<file path="config.mk">
export PLATFORM = sky130hd
export DESIGN_NAME = alu_arbiter
export DESIGN_NICKNAME = d
export VERILOG_FILES = /design/src/rtl/alu_arbiter.sv
export SDC_FILE = /design/constraint.sdc
export NUM_CORES = 1
export LEC_CHECK = 0
export CORE_MARGIN = 2
export CORE_UTILIZATION = 45
export DETAILED_ROUTE_END_ITERATION = 8
export PLACE_DENSITY_LB_ADDON = 0.12
export SYNTH_ARGS = -nofsm -noshare
export SYNTH_HDL_FRONTEND = slang
export SYNTH_SLANG_ARGS = --single-unit
</file>
<file path="constraint.sdc">
create_clock -name i_clk -period 2.4 [get_ports i_clk]
set_input_delay 0.36 -clock i_clk [delete_from_list [all_inputs] [get_ports i_clk]]
set_output_delay 0.36 -clock i_clk [all_outputs]
set_load 0.02 [all_outputs]
</file>
<file path="src/rtl/alu_arbiter.sv">
// alu_arbiter: shares one external combinational ALU between two requesters.
// One operation is in flight at a time. An accepted request is registered onto
// the ALU input ports, the ALU result is captured one cycle later, and it is
// returned to the requester that owns the operation over a valid/ready channel.
//
// Parameters:
//   N          operand/result width
//   FIXED_PRIO 1: requester 0 always wins contention; 0: round-robin
//
// Optional feature macro: ALU_ARB_ILLEGAL_OP_EN
//   When defined, an accepted request with an opcode outside the legal set
//   bypasses the ALU. It is answered one cycle after accept with data=0 and
//   err=1, and the ALU input registers keep their previous values.
//   When undefined, every opcode goes through the ALU and err stays 0.
//
// Ports:
//   i_clk, i_rst_n                  clock, asynchronous active-low reset
//   i_reqX_valid / o_reqX_ready     request handshake (X = 0, 1)
//   i_reqX_op_a/op_b/alu_op         request payload
//   o_rspX_valid / i_rspX_ready     response handshake
//   o_rspX_data, o_rspX_err         response payload
//   o_alu_op_a/op_b/op              registered ALU inputs
//   i_alu_data                      ALU result, combinational from o_alu_*
module alu_arbiter #(
  parameter int unsigned N          = 32,
  parameter bit          FIXED_PRIO = 1'b0
) (
  input  logic         i_clk,
  input  logic         i_rst_n,

  input  logic         i_req0_valid,
  output logic         o_req0_ready,
  input  logic [N-1:0] i_req0_op_a,
  input  logic [N-1:0] i_req0_op_b,
  input  logic [3:0]   i_req0_alu_op,

  input  logic         i_req1_valid,
  output logic         o_req1_ready,
  input  logic [N-1:0] i_req1_op_a,
  input  logic [N-1:0] i_req1_op_b,
  input  logic [3:0]   i_req1_alu_op,

  output logic         o_rsp0_valid,
  input  logic         i_rsp0_ready,
  output logic [N-1:0] o_rsp0_data,
  output logic         o_rsp0_err,

  output logic         o_rsp1_valid,
  input  logic         i_rsp1_ready,
  output logic [N-1:0] o_rsp1_data,
  output logic         o_rsp1_err,

  output logic [N-1:0] o_alu_op_a,
  output logic [N-1:0] o_alu_op_b,
  output logic [3:0]   o_alu_op,
  input  logic [N-1:0] i_alu_data
);

  localparam int unsigned OP_W = 4;

  typedef enum logic [1:0] {
    ST_IDLE = 2'd0,
    ST_EXEC = 2'd1,
    ST_RESP = 2'd2
  } state_e;

  state_e          state_q, state_d;
  logic            last_grant_q, last_grant_d;
  logic            owner_q, owner_d;
  logic [N-1:0]    alu_a_q, alu_a_d;
  logic [N-1:0]    alu_b_q, alu_b_d;
  logic [OP_W-1:0] alu_op_q, alu_op_d;
  logic [1:0]      rsp_valid_q, rsp_valid_d;
  logic [1:0]      rsp_err_q, rsp_err_d;
  logic [N-1:0]    rsp0_data_q, rsp0_data_d;
  logic [N-1:0]    rsp1_data_q, rsp1_data_d;

  logic            grant_c;
  logic            accept_c;
  logic            skip_exec_c;
  logic            rsp_hs_c;
  logic [N-1:0]    sel_a_c;
  logic [N-1:0]    sel_b_c;
  logic [OP_W-1:0] sel_op_c;

`ifdef ALU_ARB_ILLEGAL_OP_EN
  // Legal set: 0000-0110 and 1000-1010.
  function automatic logic is_illegal(input logic [OP_W-1:0] op);
    return (op == OP_W'(7)) || (op > OP_W'(10));
  endfunction
`endif

  // Grant selection; only meaningful while IDLE with at least one valid.
  always_comb begin
    grant_c = 1'b0;
    if (i_req0_valid && i_req1_valid) begin
      grant_c = FIXED_PRIO ? 1'b0 : ~last_grant_q;
    end else if (i_req1_valid) begin
      grant_c = 1'b1;
    end
  end

  assign o_req0_ready = (state_q == ST_IDLE) && i_req0_valid && !grant_c;
  assign o_req1_ready = (state_q == ST_IDLE) && i_req1_valid &&  grant_c;
  assign accept_c     = (state_q == ST_IDLE) && (i_req0_valid || i_req1_valid);

  // Payload of the granted requester.
  assign sel_a_c  = grant_c ? i_req1_op_a   : i_req0_op_a;
  assign sel_b_c  = grant_c ? i_req1_op_b   : i_req0_op_b;
  assign sel_op_c = grant_c ? i_req1_alu_op : i_req0_alu_op;

`ifdef ALU_ARB_ILLEGAL_OP_EN
  assign skip_exec_c = is_illegal(sel_op_c);
`else
  assign skip_exec_c = 1'b0;
`endif

  // Response handshake on the owner's channel.
  assign rsp_hs_c = owner_q ? (rsp_valid_q[1] && i_rsp1_ready)
                            : (rsp_valid_q[0] && i_rsp0_ready);

  // Next-state and datapath updates.
  always_comb begin
    state_d      = state_q;
    last_grant_d = last_grant_q;
    owner_d      = owner_q;
    alu_a_d      = alu_a_q;
    alu_b_d      = alu_b_q;
    alu_op_d     = alu_op_q;
    rsp_valid_d  = rsp_valid_q;
    rsp_err_d    = rsp_err_q;
    rsp0_data_d  = rsp0_data_q;
    rsp1_data_d  = rsp1_data_q;

    unique case (state_q)
      ST_IDLE: begin
        if (accept_c) begin
          owner_d      = grant_c;
          last_grant_d = grant_c;
          if (skip_exec_c) begin
            // Answer directly; the ALU inputs are left untouched.
            state_d              = ST_RESP;
            rsp_valid_d[grant_c] = 1'b1;
            rsp_err_d[grant_c]   = 1'b1;
            if (grant_c) rsp1_data_d = '0;
            else         rsp0_data_d = '0;
          end else begin
            state_d  = ST_EXEC;
            alu_a_d  = sel_a_c;
            alu_b_d  = sel_b_c;
            alu_op_d = sel_op_c;
          end
        end
      end
      ST_EXEC: begin
        state_d              = ST_RESP;
        rsp_valid_d[owner_q] = 1'b1;
        rsp_err_d[owner_q]   = 1'b0;
        if (owner_q) rsp1_data_d = i_alu_data;
        else         rsp0_data_d = i_alu_data;
      end
      ST_RESP: begin
        // Data and err stay frozen until the owner takes the response.
        if (rsp_hs_c) begin
          state_d     = ST_IDLE;
          rsp_valid_d = 2'b00;
        end
      end
      default: begin
        state_d     = ST_IDLE;
        rsp_valid_d = 2'b00;
      end
    endcase
  end

  // State and datapath registers.
  always_ff @(posedge i_clk or negedge i_rst_n) begin
    if (!i_rst_n) begin
      state_q      <= ST_IDLE;
      last_grant_q <= 1'b1;
      owner_q      <= 1'b0;
      alu_a_q      <= '0;
      alu_b_q      <= '0;
      alu_op_q     <= '0;
      rsp_valid_q  <= 2'b00;
      rsp_err_q    <= 2'b00;
      rsp0_data_q  <= '0;
      rsp1_data_q  <= '0;
    end else begin
      state_q      <= state_d;
      last_grant_q <= last_grant_d;
      owner_q      <= owner_d;
      alu_a_q      <= alu_a_d;
      alu_b_q      <= alu_b_d;
      alu_op_q     <= alu_op_d;
      rsp_valid_q  <= rsp_valid_d;
      rsp_err_q    <= rsp_err_d;
      rsp0_data_q  <= rsp0_data_d;
      rsp1_data_q  <= rsp1_data_d;
    end
  end

  assign o_alu_op_a   = alu_a_q;
  assign o_alu_op_b   = alu_b_q;
  assign o_alu_op     = alu_op_q;
  assign o_rsp0_valid = rsp_valid_q[0];
  assign o_rsp1_valid = rsp_valid_q[1];
  assign o_rsp0_data  = rsp0_data_q;
  assign o_rsp1_data  = rsp1_data_q;
  assign o_rsp0_err   = rsp_err_q[0];
  assign o_rsp1_err   = rsp_err_q[1];

endmodule

</file>
=== After elaboration in Yosys (flattened, before gate mapping) ===
Cells that the tools add are included.

* Bits in registers: 140
* Input bits: 174
* Output and inout port bits: 138
* Logic and storage cells: 51

* $lt $le $gt $ge: 2
* Equal/unequal tests: 4
* Multiplexer cells: 12
* Bitwise gates (word level): 6
* Reductions and logical operators: 17

{| class="wikitable"
|+ Operators by type and width
! kind !! count
|-
| $mux 32 || 2
|-
| $pmux 2 s3 || 2
|-
| $reduce_and 2->1 || 5
|-
| $logic_and 1x1->1 || 9
|-
| $mux 1 || 4
|-
| $mux 2 || 2
|-
| $mux 4 || 1
|-
| $ne 2x2->1 const B || 2
|-
| $not 1->1 || 3
|-
| $and 2x2->2 || 1
|-
| $eq 2x1->1 const B || 1
|-
| $eq 2x2->1 const B || 1
|-
| $logic_not 2->1 || 1
|-
| $lt 1x2->1 const B || 1
|-
| $not 2->2 || 1
|-
| $or 2x2->2 || 1
|-
| $demux 1 s1 || 1
|-
| $ge 1x1->1 const B || 1
|-
| $logic_not 1->1 || 1
|-
| $logic_or 1x1->1 || 1
|}

=== Logic depth before layout (Yosys ltp) ===
* Depth in word-level cells: 6
* Mapped depth: 6

=== Least setup slack after synthesis ===
Ideal clock, no wire load.

* Path kind: input port to output port
* From: in i_req1_valid
* To: out o_req1_ready
* Arrival time: 1.337 ns
* Setup slack: 0.703 ns
* Cell stages on the path: 4
* Path buffers: 2
* Cell sequence: a21bo_1 buf_6 buf_6 nor3_1

* Cells in the longest elaborated chain, start to end: 3
* Elaborated cells on any way between the ends: 5
* Those cells by class: mux (2); reduce/logical (3)

{| class="wikitable"
|+ Ends and longest elaborated chain
! element !! line !! RTL
|-
| start, declared || 37 || <nowiki>input logic i_req1_valid,</nowiki>
|-
| $mux 1 or $logic_and 1x1->1 (tied branches) || 98, 96 ||
|-
| $mux 1 || 96 || <nowiki>if (i_req0_valid && i_req1_valid) begin</nowiki>
|-
| $logic_and 1x1->1 (*) || 104 || <nowiki>assign o_req1_ready = (state_q == ST_IDLE) && i_req1_valid && grant_c;</nowiki>
|-
| end, declared || 38 || <nowiki>output logic o_req1_ready,</nowiki>
|}

Mark *: on every way between the ends. The rest lies on a longest branch, timed or not.

=== Worst setup path in the final report ===
Same ends and word-level chain as after synthesis.

==> flow_metrics.py <==
metrics = {
    "status": {
        "outcome": "finished clean",
    },
    "sta": {
        "final.hold.worst_slack_ns": 0.01949,
        "fin_worst_skew_ns": 0.007288,
        "relSlewSlack_pct": 48.88,
        "fin_tns_setup_ns": 0,
        "tightest_slew_ns": 0.7668,
        "layout_setup_ws_ns": 0.07050,
        "layout_worst_path_cycle_share_pct": 97.06,
        "setup_repair_after_global_routing_missed_its_margin": "false",
        "final-hold-violation-count": 0,
        "timing.final.max_slew_violations": 0,
        "finalSetupViolCount": 0,
        "fmax_ghz": 0.4293,
        "period_needed_ns": 2.330,
    },
    "setup_path": {
        "worst_path_max_delay_cell": "sky130_fd_sc_hd__clkdlybuf4s50_1",
        "timing.critical_path.slowest_cell_delay_ns": 0.70,
        "worstPathArrival_ns": 1.97,
        "path_common_cell": "sky130_fd_sc_hd__clkdlybuf4s50_1",
        "path_class": "in -> out",
        "crit_fanout": 3,
        "cp_cell_sequence": "clkdlybuf4s50_1 -> a21bo_4 -> nor3_1 -> clkdlybuf4s50_1",
        "cpLargestDelayFamily": "buffers and inverters",
        "worst_setup_sp_type": "primary input",
        "crit_path_end_kind": "primary output",
        "cp_data_required_time_ns": 2.04,
        "cp.buffers_inverters": 2,
    },
    "die": {
        "die_h_um": 125.9,
        "core_region_area_um2": 14530,
        "starting_density_pct": 46.00,
        "floorplan.rows": 44,
        "total_die_area_um2": 15850,
        "die_x_um": 125.9,
        "io_pins": 312,
    },
    "power": {
        "internal_power_w": 0.004716,
        "power-per-cell-area_nw_per_um2": 553.2,
        "highest_ir_drop_seen_on_vdd_uv": 489.3,
        "pwr-share-clk_pct": 47.6,
        "switchingPower_w": 0.001154,
        "switching_share_pct": 19.66,
        "p_leak_nw": 4.840,
        "p_comb_share_pct": 11.5,
        "power.sequential.fraction_pct": 40.9,
    },
    "route": {
        "detailroute.via_count": 4435,
        "route.detailed.wl_per_inst_um": 18.26,
        "final_wl_mm": 16.58,
        "first_iter_violations": 186,
        "postRouteAntennaNets": 0,
        "vias_per_cell": 4.884,
        "drc": 0,
        "drt_pass1_iterations": 4,
    },
    "place": {
        "place.port_buffers": 311,
        "place_ws_ns": 0.07349,
        "dp.final_hpwl_mm": 12.26,
        "gp_routability_congestion": 0.7729,
    },
    "synthesis": {
        "synth.distinct_cells": 30,
        "synth_nets": 567,
        "main_combinational_cell_family_by_area_after_synthesis": "multiplexers",
        "synth_area_in_compound_gates_pct": 1.291,
        "postSynthAreaPerCell_um2": 17.01,
        "synth_common_cells": "sky130_fd_sc_hd__dfrtp_1 (139), sky130_fd_sc_hd__mux2_4 (136), sky130_fd_sc_hd__mux2_2 (64), sky130_fd_sc_hd__buf_6 (9), sky130_fd_sc_hd__buf_2 (7)",
        "synth.area.top_cells": "sky130_fd_sc_hd__dfrtp_1 (52%), sky130_fd_sc_hd__mux2_4 (31%), sky130_fd_sc_hd__mux2_2 (11%), sky130_fd_sc_hd__buf_6 (1.5%), sky130_fd_sc_hd__buf_8 (1.3%)",
        "syn_area_um2": 6685,
        "post_synth_xor_area_fraction_pct": 0,
        "synth_simple_gate_area_share_pct": 1.291,
        "async_flop_share_pct": 100.0,
        "synth_top_flop_cell": "sky130_fd_sc_hd__dfrtp_1",
        "ys.warnings.count": 0,
        "synth-edff-count": 0,
        "part_of_the_yosys_area_used_for_sequential_elements_pct": 52.42,
        "syn-instance-count": 393,
        "synth.most_common_cell": "sky130_fd_sc_hd__dfrtp_1",
        "synth_seq_cells": 140,
        "synth_top_area_share_pct": 52.03,
        "synth.area.mux_share_pct": 41.33,
        "post_synth_top_area_cell": "sky130_fd_sc_hd__dfrtp_1",
        "yosys.area_share.adder_pct": 0,
    },
    "global_route": {
        "grt_antenna_before_repair": 1,
        "first_global_vias": 4854,
        "overall_overflow_remaining_after_global_route": 0,
        "grt_first_pass_wirelength_mm": 26.19,
        "grt_util_overall_pct": 21.46,
        "largest_net_degree_at_the_start_of_global_routing": 141,
    },
    "min_path": {
        "hold_path_class": "in -> async",
    },
    "flow_run": {
        "maxCapViolCount": 0,
    },
    "cts": {
        "ctsHoldBuffers": 0,
        "cts_tree": "yes",
        "number_of_buffers_inserted_to_repair_setup_after_cts": 0,
        "clk-insertion-delay-late_ns": 0.41,
        "clk_path_buf_depth": 2,
        "number_of_sinks_on_the_clock_net": 140,
        "clock_edge_transition_at_the_registers_on_the_reported_setup_and_hold_paths_ns": 0.05,
        "cts_inserted_buffers": 17,
        "cts-root-buf": "sky130_fd_sc_hd__clkbuf_16",
        "htreeDepth": 4,
    },
    "cells_and_area": {
        "nNetsFinal": 886,
        "areaGrowthSynthToFinish_pct": 58.75,
        "final_layout_size_suffix_gt1_share_pct": 34.16,
    },
}
[layer usage]
metal	routed length, um	up-vias	share of wire, %	global-route usage, %
met5	0	-	0	0
met4	386	0	2.3	8.468
met3	1197	24	7.2	6.924
met2	8568	187	52	37.51
met1	6426	2182	39	24.40
li1	-	2042	-	-
[worst reg2reg max path: stages (launching register included)]
cell	delay, ns
sky130_fd_sc_hd__dfstp_2	0.55
sky130_fd_sc_hd__a21bo_4	0.14
sky130_fd_sc_hd__buf_4	0.12
sky130_fd_sc_hd__buf_4	0.40
sky130_fd_sc_hd__mux2_4	0.36
sky130_fd_sc_hd__mux2_4	0.26
[cell usage in the layout, fill, tap and decap left out, types with 3 or more instances in the layout]
cell	n
sky130_fd_sc_hd__clkdlybuf4s50_1	309
sky130_fd_sc_hd__nand2_1	3
sky130_fd_sc_hd__mux2_2	64
sky130_fd_sc_hd__mux2_4	136
sky130_fd_sc_hd__dfrtp_1	139
sky130_fd_sc_hd__buf_12	5
sky130_fd_sc_hd__buf_4	8
sky130_fd_sc_hd__clkbuf_16	17
sky130_fd_sc_hd__o21ai_0	3
sky130_fd_sc_hd__bufinv_16	4
sky130_fd_sc_hd__clkbuf_8	5
[path summary, 6_finish.rpt]
kind | depth (start not counted) | to | from | slack, ns
max in group asynchronous | 2 | state_q[1]$_DFFE_PN0P_ | i_rst_n | 1.79
hold reg to reg | 1 | rsp_err_q[1]$_DFFE_PN0P_ | rsp_err_q[1]$_DFFE_PN0P_ | 0.49
setup / recovery | 4 | o_req1_ready | i_req1_valid | 0.07
setup reg to reg | 5 | o_alu_op_a[24]$_DFFE_PN0P_ | last_grant_q$_DFFE_PN1P_ | 0.45
min in group i_clk | 1 | rsp_err_q[1]$_DFFE_PN0P_ | rsp_err_q[1]$_DFFE_PN0P_ | 0.49
hold / removal | 2 | o_rsp0_data[25]$_DFFE_PN0P_ | i_rst_n | 0.02
[registers in the layout, indices dropped and copies added (netlist names)]
name,count
last_grant_q,1
o_alu_op,4
o_alu_op_a,32
o_alu_op_b,32
o_rsp0_data,32
o_rsp1_data,32
owner_q,1
rsp_err_q,2
rsp_valid_q,2
state_q,2
[final cells by class]
class                           count  area, um^2
Sequential cell                   140        3505
Clock inverter                      6       132.6
Tap cell                          184       230.2
Antenna cell                        1       2.502
Inverter                            2       7.507
Multi-Input combinational cell    227        2957
Clock buffer                       24       501.7
Fill cell                         977        3921
Timing Repair Buffer              324        3277
[power groups by stage]
stage | combinational (W) | clock (W) | sequential (W)
detailed placement | 0.000682 | 0 | 0.00244
global route | 0.000717 | 0.00296 | 0.00241
global placement | 0.000668 | 0 | 0.00244
finish | 0.000674 | 0.00279 | 0.00240
floorplan | 0.000224 | 0 | 0.00248
CTS | 0.000685 | 0.00285 | 0.00240
[cells by family (layout without fill, tap and decap cells)]
| logic type | after synthesis | count (layout) |
|---|---|---|
| buf+inv | 26 | 356 |
| mux | 200 | 200 |
| other cells | 0 | 1 |
| compound gates | 12 | 12 |
| simple gates | 15 | 15 |
| flops | 140 | 140 |
[repair_timing]
item,4_1_cts,5_1_grt
cloned,0,0
resized for setup,1,2
setup endpoints to repair,1,1
[metrics by stage]
stage / total power [W] / cell area (um^2) / utilization [%] / std cells
after floorplan: 0.002703 / 6685 / - / 393
after global placement: 0.003110 / 9966 / 68.57 / 877
after detailed placement: 0.003126 / 9966 / 68.57 / 877
after CTS: 0.005940 / 10600 / 72.95 / 907
after global routing: 0.006084 / 10610 / 73.02 / 908
final: 0.005871 / 10610 / 73.02 / 908
Power figures use the tool's default switching activity.
